[src/rtl/lsu_pkg.sv]
// lsu_pkg: shared definitions for the lsu_bus_master load/store unit.
//   - access size encodings (SZ_BYTE / SZ_HALF / SZ_WORD)
//   - FSM state enumeration
//   - base byte-lane strobe patterns
//   - align_offset(): forces a byte offset to the size-aligned value
package lsu_pkg;

    localparam logic [1:0] SZ_BYTE = 2'd0;
    localparam logic [1:0] SZ_HALF = 2'd1;
    localparam logic [1:0] SZ_WORD = 2'd2;

    localparam logic [3:0] STRB_BYTE = 4'b0001;
    localparam logic [3:0] STRB_HALF = 4'b0011;
    localparam logic [3:0] STRB_WORD = 4'b1111;

    typedef enum logic [1:0] {
        ST_IDLE  = 2'd0,
        ST_STORE = 2'd1,
        ST_LOAD  = 2'd2,
        ST_RESP  = 2'd3
    } lsu_state_e;

    // Halves keep addr[1] only, words always start at lane 0.
    function automatic logic [1:0] align_offset(input logic [1:0] size,
                                                input logic [1:0] addr_lo);
        logic [1:0] off;
        case (size)
            SZ_BYTE: off = addr_lo;
            SZ_HALF: off = {addr_lo[1], 1'b0};
            default: off = 2'b00;
        endcase
        return off;
    endfunction

endpackage

[src/rtl/lsu_lane_align.sv]
// lsu_lane_align: combinational byte-lane steering for the LSU.
//   size       in  2   normalized access size (SZ_*)
//   offset     in  2   size-aligned byte offset within the word
//   is_unsigned in 1   zero-extend instead of sign-extend loads
//   wdata      in  32  right-justified store data
//   rdata      in  32  raw memory word
//   strobe     out 4   byte write strobes
//   wdata_rep  out 32  store data replicated across lanes
//   rdata_ext  out 32  extracted and extended load data
module lsu_lane_align
    import lsu_pkg::*;
(
    input  logic [1:0]  size,
    input  logic [1:0]  offset,
    input  logic        is_unsigned,
    input  logic [31:0] wdata,
    input  logic [31:0] rdata,
    output logic [3:0]  strobe,
    output logic [31:0] wdata_rep,
    output logic [31:0] rdata_ext
);

    logic [31:0] shifted_s;

    // Lane selection for stores and lane extraction plus extension for loads.
    always_comb begin
        shifted_s = rdata >> {offset, 3'b000};
        strobe    = STRB_WORD;
        wdata_rep = wdata;
        rdata_ext = rdata;
        case (size)
            SZ_BYTE: begin
                strobe    = STRB_BYTE << offset;
                wdata_rep = {4{wdata[7:0]}};
                rdata_ext = is_unsigned ? {24'h000000, shifted_s[7:0]}
                                        : {{24{shifted_s[7]}}, shifted_s[7:0]};
            end
            SZ_HALF: begin
                strobe    = STRB_HALF << {offset[1], 1'b0};
                wdata_rep = {2{wdata[15:0]}};
                rdata_ext = is_unsigned ? {16'h0000, shifted_s[15:0]}
                                        : {{16{shifted_s[15]}}, shifted_s[15:0]};
            end
            default: begin
                strobe    = STRB_WORD;
                wdata_rep = wdata;
                rdata_ext = rdata;
            end
        endcase
    end

endmodule

[src/rtl/lsu_bus_master.sv]
// lsu_bus_master: converts byte-addressed LB/LH/LW/LBU/LHU/SB/SH/SW requests
// into word-addressed memory bus cycles with byte strobes.
// Ports:
//   clk, rst (synchronous, active-high)
//   req_valid/req_ready/req_we/req_size/req_unsigned/req_addr/req_wdata : core request
//   resp_valid/resp_rdata/resp_err : one-cycle completion to the core
//   RRdy/RVld/RAddr/RWEn/RWStrobe/RWData/RData : word-addressed memory port
// Parameters: ADDR_W (word address width), TIMEOUT (max LOAD wait cycles).
// Build option: define MISALIGN_TRAP_EN to reject misaligned half/word accesses
// with an error response; otherwise misaligned low bits are forced aligned.
module lsu_bus_master
    import lsu_pkg::*;
#(
    parameter int ADDR_W  = 16,
    parameter int TIMEOUT = 15
)
(
    input  logic        clk,
    input  logic        rst,
    input  logic        req_valid,
    output logic        req_ready,
    input  logic        req_we,
    input  logic [1:0]  req_size,
    input  logic        req_unsigned,
    input  logic [31:0] req_addr,
    input  logic [31:0] req_wdata,
    output logic        resp_valid,
    output logic [31:0] resp_rdata,
    output logic        resp_err,
    output logic        RRdy,
    input  logic        RVld,
    output logic [31:0] RAddr,
    output logic        RWEn,
    output logic [3:0]  RWStrobe,
    output logic [31:0] RWData,
    input  logic [31:0] RData
);

    localparam int CNT_W = $clog2(TIMEOUT + 1);

    lsu_state_e        state_r, next_state_s;
    logic [1:0]        size_r, off_r;
    logic              uns_r;
    logic [CNT_W-1:0]  cnt_r;

    logic [1:0]        in_size_s, in_off_s;
    logic              misalign_s, accept_s, last_wait_s;
    logic [1:0]        al_size_s, al_off_s;
    logic [3:0]        al_strobe_s;
    logic [31:0]       al_wdata_s, al_rdata_s;
    logic              resp_err_s;
    logic [31:0]       resp_rdata_s;
    logic              unused_s;

    assign unused_s    = ^req_addr[31:ADDR_W+2];
    assign accept_s    = (state_r == ST_IDLE) && req_ready && req_valid;
    assign last_wait_s = (cnt_r == CNT_W'(TIMEOUT - 1));

    // Decode of the incoming request: size 3 behaves as word.
    always_comb begin
        in_size_s = (req_size == 2'd3) ? SZ_WORD : req_size;
        in_off_s  = align_offset(in_size_s, req_addr[1:0]);
`ifdef MISALIGN_TRAP_EN
        misalign_s = (in_off_s != req_addr[1:0]);
`else
        misalign_s = 1'b0;
`endif
    end

    // The lane aligner sees the live request while idle (store setup) and
    // the latched request otherwise (load extract).
    always_comb begin
        if (state_r == ST_IDLE) begin
            al_size_s = in_size_s;
            al_off_s  = in_off_s;
        end else begin
            al_size_s = size_r;
            al_off_s  = off_r;
        end
    end

    lsu_lane_align u_align (
        .size        (al_size_s),
        .offset      (al_off_s),
        .is_unsigned (uns_r),
        .wdata       (req_wdata),
        .rdata       (RData),
        .strobe      (al_strobe_s),
        .wdata_rep   (al_wdata_s),
        .rdata_ext   (al_rdata_s)
    );

    // Next-state logic.
    always_comb begin
        next_state_s = state_r;
        case (state_r)
            ST_IDLE: begin
                if (accept_s) begin
                    if (misalign_s)  next_state_s = ST_RESP;
                    else if (req_we) next_state_s = ST_STORE;
                    else             next_state_s = ST_LOAD;
                end else begin
                    next_state_s = ST_IDLE;
                end
            end
            ST_STORE: next_state_s = ST_RESP;
            ST_LOAD: begin
                if (RVld || last_wait_s) next_state_s = ST_RESP;
                else                     next_state_s = ST_LOAD;
            end
            ST_RESP:  next_state_s = ST_IDLE;
            default:  next_state_s = ST_IDLE;
        endcase
    end

    // Response payload for the transition into RESP.
    always_comb begin
        resp_err_s   = 1'b0;
        resp_rdata_s = 32'h0000_0000;
        case (state_r)
            ST_IDLE: begin
                if (accept_s && misalign_s) resp_err_s = 1'b1;
                else                        resp_err_s = 1'b0;
            end
            ST_LOAD: begin
                if (RVld)             resp_rdata_s = al_rdata_s;
                else if (last_wait_s) resp_err_s   = 1'b1;
                else                  resp_err_s   = 1'b0;
            end
            default: begin
                resp_err_s   = 1'b0;
                resp_rdata_s = 32'h0000_0000;
            end
        endcase
    end

    // FSM state register.
    always_ff @(posedge clk) begin
        if (rst) state_r <= ST_IDLE;
        else     state_r <= next_state_s;
    end

    // Registered outputs, decoded from the state being entered, plus request latches.
    always_ff @(posedge clk) begin
        if (rst) begin
            req_ready  <= 1'b0;
            RRdy       <= 1'b0;
            RWEn       <= 1'b0;
            RWStrobe   <= 4'b0000;
            RWData     <= 32'h0000_0000;
            RAddr      <= 32'h0000_0000;
            resp_valid <= 1'b0;
            resp_err   <= 1'b0;
            resp_rdata <= 32'h0000_0000;
            size_r     <= SZ_BYTE;
            off_r      <= 2'b00;
            uns_r      <= 1'b0;
            cnt_r      <= '0;
        end else begin
            req_ready  <= (next_state_s == ST_IDLE);
            RRdy       <= (next_state_s == ST_LOAD);
            RWEn       <= (next_state_s == ST_STORE);
            RWStrobe   <= (next_state_s == ST_STORE) ? al_strobe_s : 4'b0000;
            RWData     <= (next_state_s == ST_STORE) ? al_wdata_s : 32'h0000_0000;
            resp_valid <= (next_state_s == ST_RESP);
            resp_err   <= (next_state_s == ST_RESP) ? resp_err_s : 1'b0;
            resp_rdata <= (next_state_s == ST_RESP) ? resp_rdata_s : 32'h0000_0000;
            if (accept_s) begin
                size_r <= in_size_s;
                off_r  <= in_off_s;
                uns_r  <= req_unsigned;
                RAddr  <= {{(32-ADDR_W){1'b0}}, req_addr[ADDR_W+1:2]};
                cnt_r  <= '0;
            end else if (state_r == ST_LOAD) begin
                cnt_r  <= cnt_r + CNT_W'(1);
            end
        end
    end

endmodule

[config.mk]
export PLATFORM = sky130hd
export DESIGN_NAME = lsu_bus_master
export DESIGN_NICKNAME = d
export VERILOG_FILES = /design/src/rtl/lsu_pkg.sv /design/src/rtl/lsu_lane_align.sv /design/src/rtl/lsu_bus_master.sv
export SDC_FILE = /design/constraint.sdc
export NUM_CORES = 1
export LEC_CHECK = 0
export ABC_AREA = 1
export BUFFER_PORTS_ARGS = -buffer_cell sky130_fd_sc_hd__buf_4
export CAP_MARGIN = 20
export CORE_MARGIN = 2
export CORE_UTILIZATION = 40
export DETAILED_ROUTE_END_ITERATION = 16
export GPL_TIMING_DRIVEN = 1
export PLACE_DENSITY = 0.7
export SETUP_SLACK_MARGIN = 0.02
export SLEW_MARGIN = 20
export SYNTH_ARGS = -nofsm -noshare
export SYNTH_HDL_FRONTEND = slang
export SYNTH_SLANG_ARGS = --single-unit
[constraint.sdc]
create_clock -name clk -period 2.29 [get_ports clk]
set_clock_uncertainty 0.1 [all_clocks]
set_input_delay 0.229 -clock clk [delete_from_list [all_inputs] [get_ports clk]]
set_output_delay 0.229 -clock clk [all_outputs]
set_load 0.05 [all_outputs]
Word-level counts from Yosys, hierarchy flattened
Index checks and enable logic that the tools add are counted.
Word-level totals
  input bits: 104
  register bits after elaboration: 100
  logic and storage cells: 57
  output and inout bits: 105
Cells by class
  reductions and logical operators: 11
  add/subtract/negate cells: 1
  shift-type cells: 3
  multiplexer cells: 14
  equality and inequality tests: 10
  bitwise logic cells: 4
Operator list (number)
  $pmux 32 s2: 2
  $mux 32: 2
  $shr 32x5->16: 1
  $eq 2x2->1 const B: 5
  $mux 2: 5
  $eq 2x1->1 const B: 4
  $logic_not 2->1: 4
  $pmux 2 s4: 1
  $pmux 4 s2: 1
  $reduce_or 4->1: 2
  $add 4x1->4 const B: 1
  $eq 4x4->1 const B: 1
  $not 1->1: 4
  $pmux 2 s2: 1
  $reduce_or 2->1: 2
  $shl 1x2->4 const A: 1
  $shl 2x2->4 const A: 1
  $logic_and 1x1->1: 2
  $mux 1: 2
  $logic_or 1x1->1: 1

Logic depth before layout (Yosys ltp)
Gate-level depths: netlist of the first run.
  depth in word-level cells: 8
  depth in mapped cells: 13
  gate-level depth less buffers: 12

By module
Synthesis of the first run repeated with hierarchy kept, for this count alone.
Unflattened totals
  cell total of the unflattened synthesis: 665
  area total of the unflattened synthesis: 4685.7 µm²
Modules (own cells, without submodules)
  lsu_bus_master: cells each 397, times used 1, area an instance 3458.3 µm², seq. area each 2001.9 µm²
  lsu_lane_align: cells each 268, times used 1, area an instance 1227.4 µm², seq. area each 0.0 µm²

Least setup slack after synthesis of the first run
Ideal clock, no wire load.
  kind: flip-flop to flip-flop
  start point: reg state_r[0]
  end point: reg resp_rdata[27]
  stages on the path, launching flop included: 13
  data required time: 2134 ps
  path slack: 492 ps
  buffers on the path: 2
  setup time: 56 ps
  data arrival time: 1642 ps
  clock period less this slack: 1798 ps
  path through: dfxtp_1 > inv_1 > ha_1 > buf_6 > or2_1 > nand2_2 > nand3_1 > nand3_2 > nand3_4 > buf_2 > nand3_1 > nand2_1 > inv_1
On the way
  word-level cells in the longest chain between the ends: 8
  elaborated cells on any way between the ends: 20
  those cells by class: eq/ne (5); shift (1); mux (7); bitwise (2); reduce/logical (5)
RTL lines
  start: declaration: line lsu_bus_master.sv:41  | lsu_state_e state_r, next_state_s;
  start signal: assignment: line lsu_bus_master.sv:140  | else state_r <= next_state_s;
  branches (longest 8 deep; another with $shr 32x5->16)
  end signal: assignment: line lsu_bus_master.sv:167  | resp_rdata <= (next_state_s == ST_RESP) ? resp_rdata_s : 32'h0000_0000;
  end: declaration: line lsu_bus_master.sv:28  | output logic [31:0] resp_rdata,
Several ways; the timed one is not identified.
A chain may end at the register's enable or synchronous reset.

Worst setup path after layout of the first run
  start point: reg state_r[0]
  end point: reg resp_rdata[17]
Same word-level chain as after synthesis.

==> results of run 1 <==
## layer usage
| layer | wire length, um | part of all wire [%] | up-vias | global-route usage (%) |
|---|---|---|---|---|
| met5 | 0 | 0 | - | 0 |
| met4 | 240 | 1.9 | 0 | 6.33 |
| met3 | 1180 | 9.4 | 19 | 5.39 |
| met2 | 5940 | 47 | 191 | 34.9 |
| met1 | 5200 | 41 | 2003 | 25.8 |
| li1 | - | - | 2244 | - |
## flip-flops by register name, indices dropped and copies added (netlist names), 2 cells and up
| name | flops |
|---|---|
| state_r | 2 |
| size_r | 2 |
| resp_rdata | 32 |
| off_r | 2 |
| RWStrobe | 4 |
| RAddr | 16 |
| cnt_r | 4 |
| RWData | 32 |
## worst min-delay path: stages
cell     delay [ns]
buf_4          0.10
nand2_1        0.05
a21oi_1        0.05
## power by group
part	switching (mW)	internal, mW	leakage, nW
Combinational	1.07	0.527	2.46
Sequential	0.0432	1.84	0.810
Clock	0.619	0.612	0.105
Total	1.73	2.98	3.37
## cells in the mapped netlist, types with 8 or more instances
| cell | n | share of area [%] |
|---|---|---|
| nand2_1 | 183 | 15 |
| o21ai_1 | 10 | 1.1 |
| buf_4 | 22 | 3.7 |
| dfxtp_1 | 100 | 45 |
| o21ai_0 | 27 | 3.0 |
| inv_2 | 15 | 1.3 |
| nor2_1 | 35 | 3.0 |
| clkbuf_1 | 8 | 0.68 |
| nor3_1 | 9 | 1.0 |
| buf_2 | 8 | 0.90 |
| nand3_1 | 33 | 3.7 |
| a21oi_1 | 35 | 3.9 |
| inv_1 | 80 | 6.8 |
## final cells by class
type | count | share of cell area (%)
inverter | 96 | 5.82
clock buffer | 9 | 1.99
tap | 140 | 2.82
multi-input combinational | 395 | 30.4
clock inverter | 6 | 1.45
timing repair buffer | 204 | 25.3
sequential | 100 | 32.2
## what timing repair did
| item | 4_1_cts | 5_1_grt |
|---|---|---|
| hold endpoints to repair | 12 | 0 |
| hold buffers | 12 | 0 |
| setup endpoints to repair | 0 | 51 |
| gates resized for setup | 0 | 2 |
## worst max path at each step
stage | slack (ns) | to | start | cells after the start
final | 0.25 | resp_rdata[17] | state_r[0] | 10
after global routing | 0.02 | resp_rdata[17] | state_r[0] | 10
after CTS | 0.04 | resp_rdata[0] | state_r[0] | 9
after detailed placement | 0.09 | resp_rdata[0] | state_r[0] | 9
after global placement | 0.16 | RWData[30] | state_r[0] | 11
after floorplan | 0.49 | resp_rdata[27] | state_r[0] | 12
## per-stage QoR
step	worst slack, ns	util [%]	cells
after floorplan	0.492	-	632
after global placement	0.158	54.1	923
after detailed placement	0.0923	54.1	923
after CTS	0.0416	57.2	950
after global routing	0.0192	57.3	950
final	0.247	57.3	950
## logic make-up after synthesis
family                   after synthesis  synth area share (%)
buffers and inverters                137                  14.0
other                                  1                0.0844
flip-flops                           100                  45.0
AO/OA/AOI/OAI                         82                  9.88
adder cells (fa/ha/maj)                6                  1.69
XOR/XNOR                               2                 0.394
AND/OR/NAND/NOR                      289                  28.9
==> summary.txt, run 1 <==
Status
  • Outcome: completed

Layout
  • Fillers: roughly 1000
  • Most frequent cells in the layout: buf_4, nand2_1, dfxtp_1
  • Commonest non-fill, non-tap cell in the layout: buf_4
  • Reg area: ~2000 um^2
  • Nets@finish: between 900 and 1000
  • Multi-input combinational cell area: around 1900 um^2
  • Area Overhead vs Synth: 39.8%
  • Ant. Diodes: 0
  • Share of cells above drive strength 1: 30.5%
  • Finished Cell Area: 6210 um^2

Yosys
  • Gate Count Post-Synth: a little over 600
  • Netlist cell types: 34
  • Synth warnings: 0
  • Ys flop type: dfxtp_1
  • Yosys reg bits: 100
  • Number of synthesized flops with an enable pin: 0
  • Seq/Total Area, Yosys: 45.0%
  • Avg Cell Area, Syn: around 7.2 um^2
  • Mapped Area: between 4000 and 5000 um^2
  • Async SR Flop Fraction: 0%

Pwr
  • PD cells: 758 nW/um^2
  • Leak: 3.37 nW
  • Peak VDD IR: just under 400 uV
  • Overall power: 4.71 mW

Global route
  • Initial antenna violation count: 0
  • Number of global-route vias before repair: 4052
  • Largest net degree at the start of global routing: 26
  • Total track usage: between 20% and 30%
  • Grt total ovfl: 0
  • Global-route wire length before repair: slightly below 20000 um

Placed design
  • Placed inst area: slightly below 6000 um^2
  • HPWL after DPL: 9450 um
  • PortBufs: about 180
  • Routability cong.: slightly below 0.9

Worst hold path
  • Worst Hold Launch: req_addr[17]
  • Hold depth: 3
  • Hold Crit Class: input pin to flip-flop
  • Hold worst-path end: RAddr[15]

Setup path
  • R2r endpoint: resp_rdata[17]
  • Crit path arrival time: 2.26 ns
  • Crit Reg-Reg Startpoint: state_r[0]
  • Buffers plus inverters on the worst setup path: 4
  • Slowest cell on the critical path: dfxtp_1
  • CP delay by family, top: simple AND/OR/NAND/NOR gates
  • R2r worst-path depth: 10
  • Worst Setup End Kind: flip-flop
  • Slowest cell delay on critical path: approximately 0.32 ns
  • Worst path required time: approximately 2.5 ns
  • Reg2Reg Setup Slack: between 0.2 and 0.25 ns
  • Worst Path Class, Setup: flip-flop to flip-flop
  • Startpoint types: flip-flop
  • Cell Chain, Critical Path: inv_1, ha_1, nand4_1, nand4_1, nand2_2, inv_2, nand4_2, inv_2, nand2_1, inv_1
  • Crit path max fanout: 22

Detailed routing
  • DRT Pass-1 Iters: 5
  • Routed len/inst: around 13 um
  • Drt drc: 0
  • Vias per cell: approximately 4.7
  • Via count: about 4500
  • Detail Route Antenna Nets: 0
  • Final WL: roughly 13000 um
  • First DRT Iteration DRCs: between 200 and 250

STA
  • Max-slew violation count: 0
  • Final Hold Viols: 0
  • Setup_tns: 0 ns
  • RSZ-0062 raised after global routing: no
  • Setup Viol. Count Final: 0
  • Fmax: 489 MHz
  • Fin crit share: between 80% and 90%
  • Worst hold slack: approximately 0.013 ns
  • Fin crit period: 2.04 ns

Clocking
  • CTS tree: yes
  • Clk buf depth: 2
  • Worst-path clk slew: 0.10 ns
  • Clk sink count: 100
  • CTS Buf Count: 9
  • Root Buffer: clkbuf_8
  • Post-CTS Setup Bufs: 0
  • Clock latency of the later-clocked register in the worst-skew pair: between 0.3 and 0.4 ns
  • Htree depth: 3

Die
  • Core Region: 10800 um^2
  • Die area: roughly 12000 um^2
  • Die X: 109 um
  • Initial Utilization: 41.0%
  • # rows: 38
  • Die boundary height: around 110 um
  • I/O Pins: ~210

Job
  • Number of max-cap violations: 0
(Power assumes the default switching activity.)
==> inputs of run 2 (changes only) <==
BUFFER_PORTS_ARGS = default   (was -buffer_cell sky130_fd_sc_hd__buf_4)
CTS_BUF_LIST = sky130_fd_sc_hd__clkbuf_4 sky130_fd_sc_hd__clkbuf_8   (was default)
DONT_BUFFER_PORTS = 1   (was default)
PLACE_DENSITY = default   (was 0.7)
==> summary.txt, run 2 (synthesized netlist as in run 1, its figures left out) <==
Status
  • Outcome: completed

Setup path
  • Crit path max fanout: 22
  • Worst path required time: 2.52 ns
  • Slowest cell delay on critical path: around 0.32 ns
  • Worst Setup End Kind: flip-flop
  • Startpoint types: flip-flop
  • CP delay by family, top: simple AND/OR/NAND/NOR gates
  • Slowest cell on the critical path: dfxtp_1
  • Buffers plus inverters on the worst setup path: 4
  • Worst Path Class, Setup: flip-flop to flip-flop
  • Cell Chain, Critical Path: inv_1, ha_1, nand4_1, nand4_1, nand2_2, inv_2, nand4_2, inv_2, nand2_1, inv_1
  • Crit path arrival time: 2.26 ns

Detailed routing
  • Routed len/inst: roughly 15 um
  • Detail Route Antenna Nets: 0
  • Final WL: 12400 um
  • Vias per cell: roughly 4.8
  • First DRT Iteration DRCs: roughly 310
  • DRT Pass-1 Iters: 5
  • Via count: slightly above 4000
  • Drt drc: 0

Placed design
  • Cell total after placement: 748
  • PortBufs: 0
  • Placed inst area: approximately 4600 um^2
  • Worst slack at placement: 0.0148 ns
  • HPWL after DPL: 8470 um
  • Routability cong.: a little over 0.8

Pwr
  • Combinational power share: 25.9%
  • Switching part of the total power: a little under two fifths
  • Net switching power figure: 1.72 mW
  • Internal power: 2.80 mW
  • Overall power: 4.52 mW
  • Leak: approximately 2.8 nW
  • Clk pwr share: between 20% and 30%
  • PD cells: ~800 nW/um^2
  • Peak VDD IR: approximately 550 uV
  • Sequential power share: between 40% and 50%

STA
  • RSZ-0062 raised after global routing: no
  • Worst Setup Slack, final: around 0.25 ns
  • Max transition margin: between 40% and 50%
  • Fmax: a little under 500 MHz
  • Setup_tns: 0 ns
  • Setup Viol. Count Final: 0
  • Fin crit period: between 2 and 2.5 ns
  • Worst hold slack: 0.000768 ns
  • Final Hold Viols: 0
  • Worst Max-Slew Pin Slew: a little under 0.9 ns
  • Max-slew violation count: 0
  • Fin crit share: roughly nine tenths

Layout
  • Ant. Diodes: 0
  • Most frequent cells in the layout: nand2_1, dfxtp_1, dlygate4sd3_1
  • Non-filler cells, final: 850
  • Finished Core Util: about 52%
  • Nets@finish: slightly above 800
  • Finished Cell Area: roughly 5600 um^2
  • Commonest non-fill, non-tap cell in the layout: nand2_1
  • Regs by FF count: RWData x32, resp_rdata x32, RAddr x16
  • Share of cells above drive strength 1: between 10% and 20%
  • Area Overhead vs Synth: 26.9%

Global route
  • Global-route wire length before repair: about 19000 um
  • Initial antenna violation count: 0
  • Total track usage: roughly a fifth
  • Number of global-route vias before repair: 3835
  • Grt total ovfl: 0
  • Largest net degree at the start of global routing: 25

Die
  • I/O Pins: between 200 and 250
  • Initial Utilization: between 40 and 50%
  • # rows: 38
  • Core Region: roughly 11000 um^2
  • Die boundary height: 109 um
  • Die area: around 12000 um^2
  • Die X: approximately 110 um

Clocking
  • CTS tree: yes
  • Root Buffer: clkbuf_8
  • Clk buf depth: 2
  • Clock latency of the later-clocked register in the worst-skew pair: around 0.38 ns
  • CTS Buf Count: 9
  • Htree depth: 3
  • Clk sink count: 100
  • Worst-path clk slew: approximately 0.09 ns

Worst hold path
  • Hold Crit Class: input pin to flip-flop

Job
  • Number of max-cap violations: 0
==> run 2: layout make-up <==
type                       instances  area (um^2)
fill                            1037         5200
sequential                       100         2000
multi-input combinational        395         1900
timing repair buffer             103          998
inverter                          96          362
tap                              140          175
clock buffer                      10          131
clock inverter                     6         73.8
==> run 2: path summary, 6_finish.rpt <==
kind	from	end	slack [ns]	cells after the start
setup / recovery	state_r[0]	resp_rdata[15]	0.25	10
hold / removal	RData[0]	resp_rdata[0]	0.0008	2
setup reg to reg	state_r[0]	resp_rdata[15]	0.25	10
hold reg to reg	size_r[1]	size_r[1]	0.37	2
==> run 2: what timing repair did <==
item,CTS,global route
setup buffers,0,1
endpoints found under the setup margin,9,18
endpoints found under the hold margin,88,0
hold buffers,85,0
resized for setup,1,2
pin swaps,0,1
==> run 2: power groups by stage <==
stage / Clock (mW) / Combinational (mW) / Sequential [mW]
after floorplan: 0 / 0.805 / 2.22
after global placement: 0 / 0.990 / 2.22
after detailed placement: 0 / 1.01 / 2.22
after CTS: 1.19 / 1.15 / 2.18
after global routing: 1.26 / 1.31 / 2.19
final: 1.17 / 1.17 / 2.18
==> run 2: metal layers <==
metal	wire, um	GRT usage, %
met5	0	0
met4	233	8.86
met3	1080	5.81
met2	5960	34.6
met1	5110	24.2
==> inputs of run 3 (changes only) <==
CORE_UTILIZATION = 60   (was 40)
CTS_CLUSTER_SIZE = 30   (was default)
PLACE_DENSITY = 0.76   (was default)
==> summary.txt, run 3 (synthesized netlist as in run 1, its figures left out) <==
Detailed routing
  • Via count: between 4000 and 5000
  • Drt drc: 0
  • DRT Pass-1 Iters: 6
  • Detail Route Antenna Nets: 0
  • DR top layer: met4
  • DR WL met2: 6010 um
  • Routed len/inst: between 10 and 15 um
  • Met3 wire len: approximately 1100 um
  • WL met1: 4440 um
  • Final WL: between 10000 and 15000 um
  • First DRT Iteration DRCs: slightly below 300
  • Vias per cell: 5.22

Worst hold path
  • Hold Crit Class: input pin to flip-flop
  • Worst Hold Launch: RData[12]

Pwr
  • Internal power: roughly 2.7 mW
  • Combinational power share: between 20 and 30%
  • Sequential power share: ~50%
  • Switching part of the total power: 38.7%
  • PD cells: approximately 810 nW/um^2
  • Clk pwr share: between 20% and 30%
  • Peak VDD IR: a little over 500 uV
  • Net switching power figure: ~1.7 mW
  • Leak: 2.70 nW

Die
  • Die boundary height: 90.1 um
  • Initial Utilization: about 62%
  • Core Region: slightly above 7000 um^2
  • Die X: around 90 um
  • Die area: approximately 8100 um^2
  • I/O Pins: roughly 210
  • # rows: 31

STA
  • Worst hold slack: -0.000172 ns
  • Max-slew violation count: 0
  • Max transition margin: between 40% and 50%
  • Fin crit share: approximately 90%
  • Setup Viol. Count Final: 0
  • Fin crit period: roughly 2.0 ns
  • Fmax: about 490 MHz
  • RSZ-0062 raised after global routing: no
  • Worst Max-Slew Pin Slew: around 0.89 ns
  • Setup_tns: 0 ns
  • Final Hold Viols: 1

Status
  • Failing checks: hold timing
  • Outcome: complete, but fails checks

Clocking
  • Clock latency of the later-clocked register in the worst-skew pair: between 0.3 and 0.4 ns
  • Worst-path clk slew: roughly 0.09 ns
  • Htree depth: 3
  • CTS tree: yes
  • Clk sink count: 100
  • Clk buf depth: 2
  • Root Buffer: clkbuf_8
  • CTS Buf Count: 9

Setup path
  • Reg2Reg Setup Slack: 0.25 ns
  • Crit path max fanout: 22
  • Worst Setup End Kind: flip-flop
  • Crit Reg-Reg Startpoint: state_r[0]
  • Worst path required time: 2.49 ns
  • Crit. Startpoint: state_r[0]
  • Worst Path Class, Setup: flip-flop to flip-flop
  • Startpoint types: flip-flop
  • Crit path arrival time: ~2.3 ns

Layout
  • Share of cells above drive strength 1: 10.2%
  • Nets@finish: about 800
  • Most frequent cells in the layout: nand2_1, dfxtp_1, inv_1
  • Area Overhead vs Synth: 21.8%
  • Commonest non-fill, non-tap cell in the layout: nand2_1
  • Finished Cell Area: roughly 5400 um^2
  • Ant. Diodes: 0
  • Regs by FF count: RWData x32, resp_rdata x32, RAddr x16

Job
  • Number of max-cap violations: 0

Global route
  • Total track usage: approximately 28%
  • Number of global-route vias before repair: between 3000 and 4000
  • Global-route wire length before repair: 18600 um
  • Grt total ovfl: 0
  • Largest net degree at the start of global routing: 25
  • Initial antenna violation count: 0

Placed design
  • HPWL after DPL: between 7000 and 8000 um
  • Routability cong.: about 0.86
  • PortBufs: 0
  • Placed inst area: approximately 4500 um^2
## run 3: cell count changes in the layout (fill, tap and decap cells not counted)
cell,previous run,this run
buf_4,17,14
clkbuf_4,1,0
inv_6,0,3
clkbuf_8,9,10
a21oi_2,0,1
clkinv_4,2,0
dlygate4sd3_1,85,72
bufinv_16,1,0
a21oi_4,1,0
## run 3: final cells by class
cell class | instances | area, um^2
Sequential cell | 100 | 2000
Multi-Input combinational cell | 395 | 1890
Fill cell | 536 | 1800
Timing Repair Buffer | 87 | 846
Inverter | 96 | 362
Clock buffer | 10 | 138
Tap cell | 99 | 124
Clock inverter | 6 | 52.6
## run 3: critical path, stage by stage (launching register included)
cell	delay, ns
dfxtp_1	0.33
inv_1	0.13
ha_1	0.33
nand4_1	0.18
nand4_1	0.13
nand2_2	0.10
inv_2	0.09
nand4_2	0.11
inv_2	0.32
nand2_1	0.10
inv_1	0.07
## run 3: path summary, 6_finish.rpt
| kind | cells past startpoint | endpoint |
|---|---|---|
| max | 10 | resp_rdata[28] |
| max reg2reg | 10 | resp_rdata[28] |
| min reg2reg | 2 | size_r[1] |
| min | 4 | resp_rdata[12] |
## run 3: routing by layer
metal	track usage, %	up-vias
met2	50.8	235
met5	0	-
met3	7.71	35
met4	8.97	0
li1	-	2016
met1	32.8	1851
## run 3: metrics by stage
stage               setup WS, ns  cells  power [mW]  utilization (%)
floorplan                  0.492    632        3.02                -
global placement           0.173    705        3.17             62.2
detailed placement        0.0782    705        3.20             62.2
CTS                       0.0786    793        4.37             74.8
global route              0.0513    793        4.60             75.0
finish                     0.245    793        4.38             75.0
## run 3: power by group through the flow
stage,registers [mW],logic (mW),clock network (mW)
floorplan,2.22,0.805,0
global placement,2.22,0.951,0
detailed placement,2.22,0.974,0
CTS,2.18,1.09,1.09
global route,2.19,1.25,1.16
finish,2.18,1.12,1.08
## run 3: timing repair
action,4_1_cts,5_1_grt
buffers inserted,0,0
setup endpoints to repair,0,59
gates resized for setup,0,2
hold buffers,72,0
hold endpoints to repair,79,0
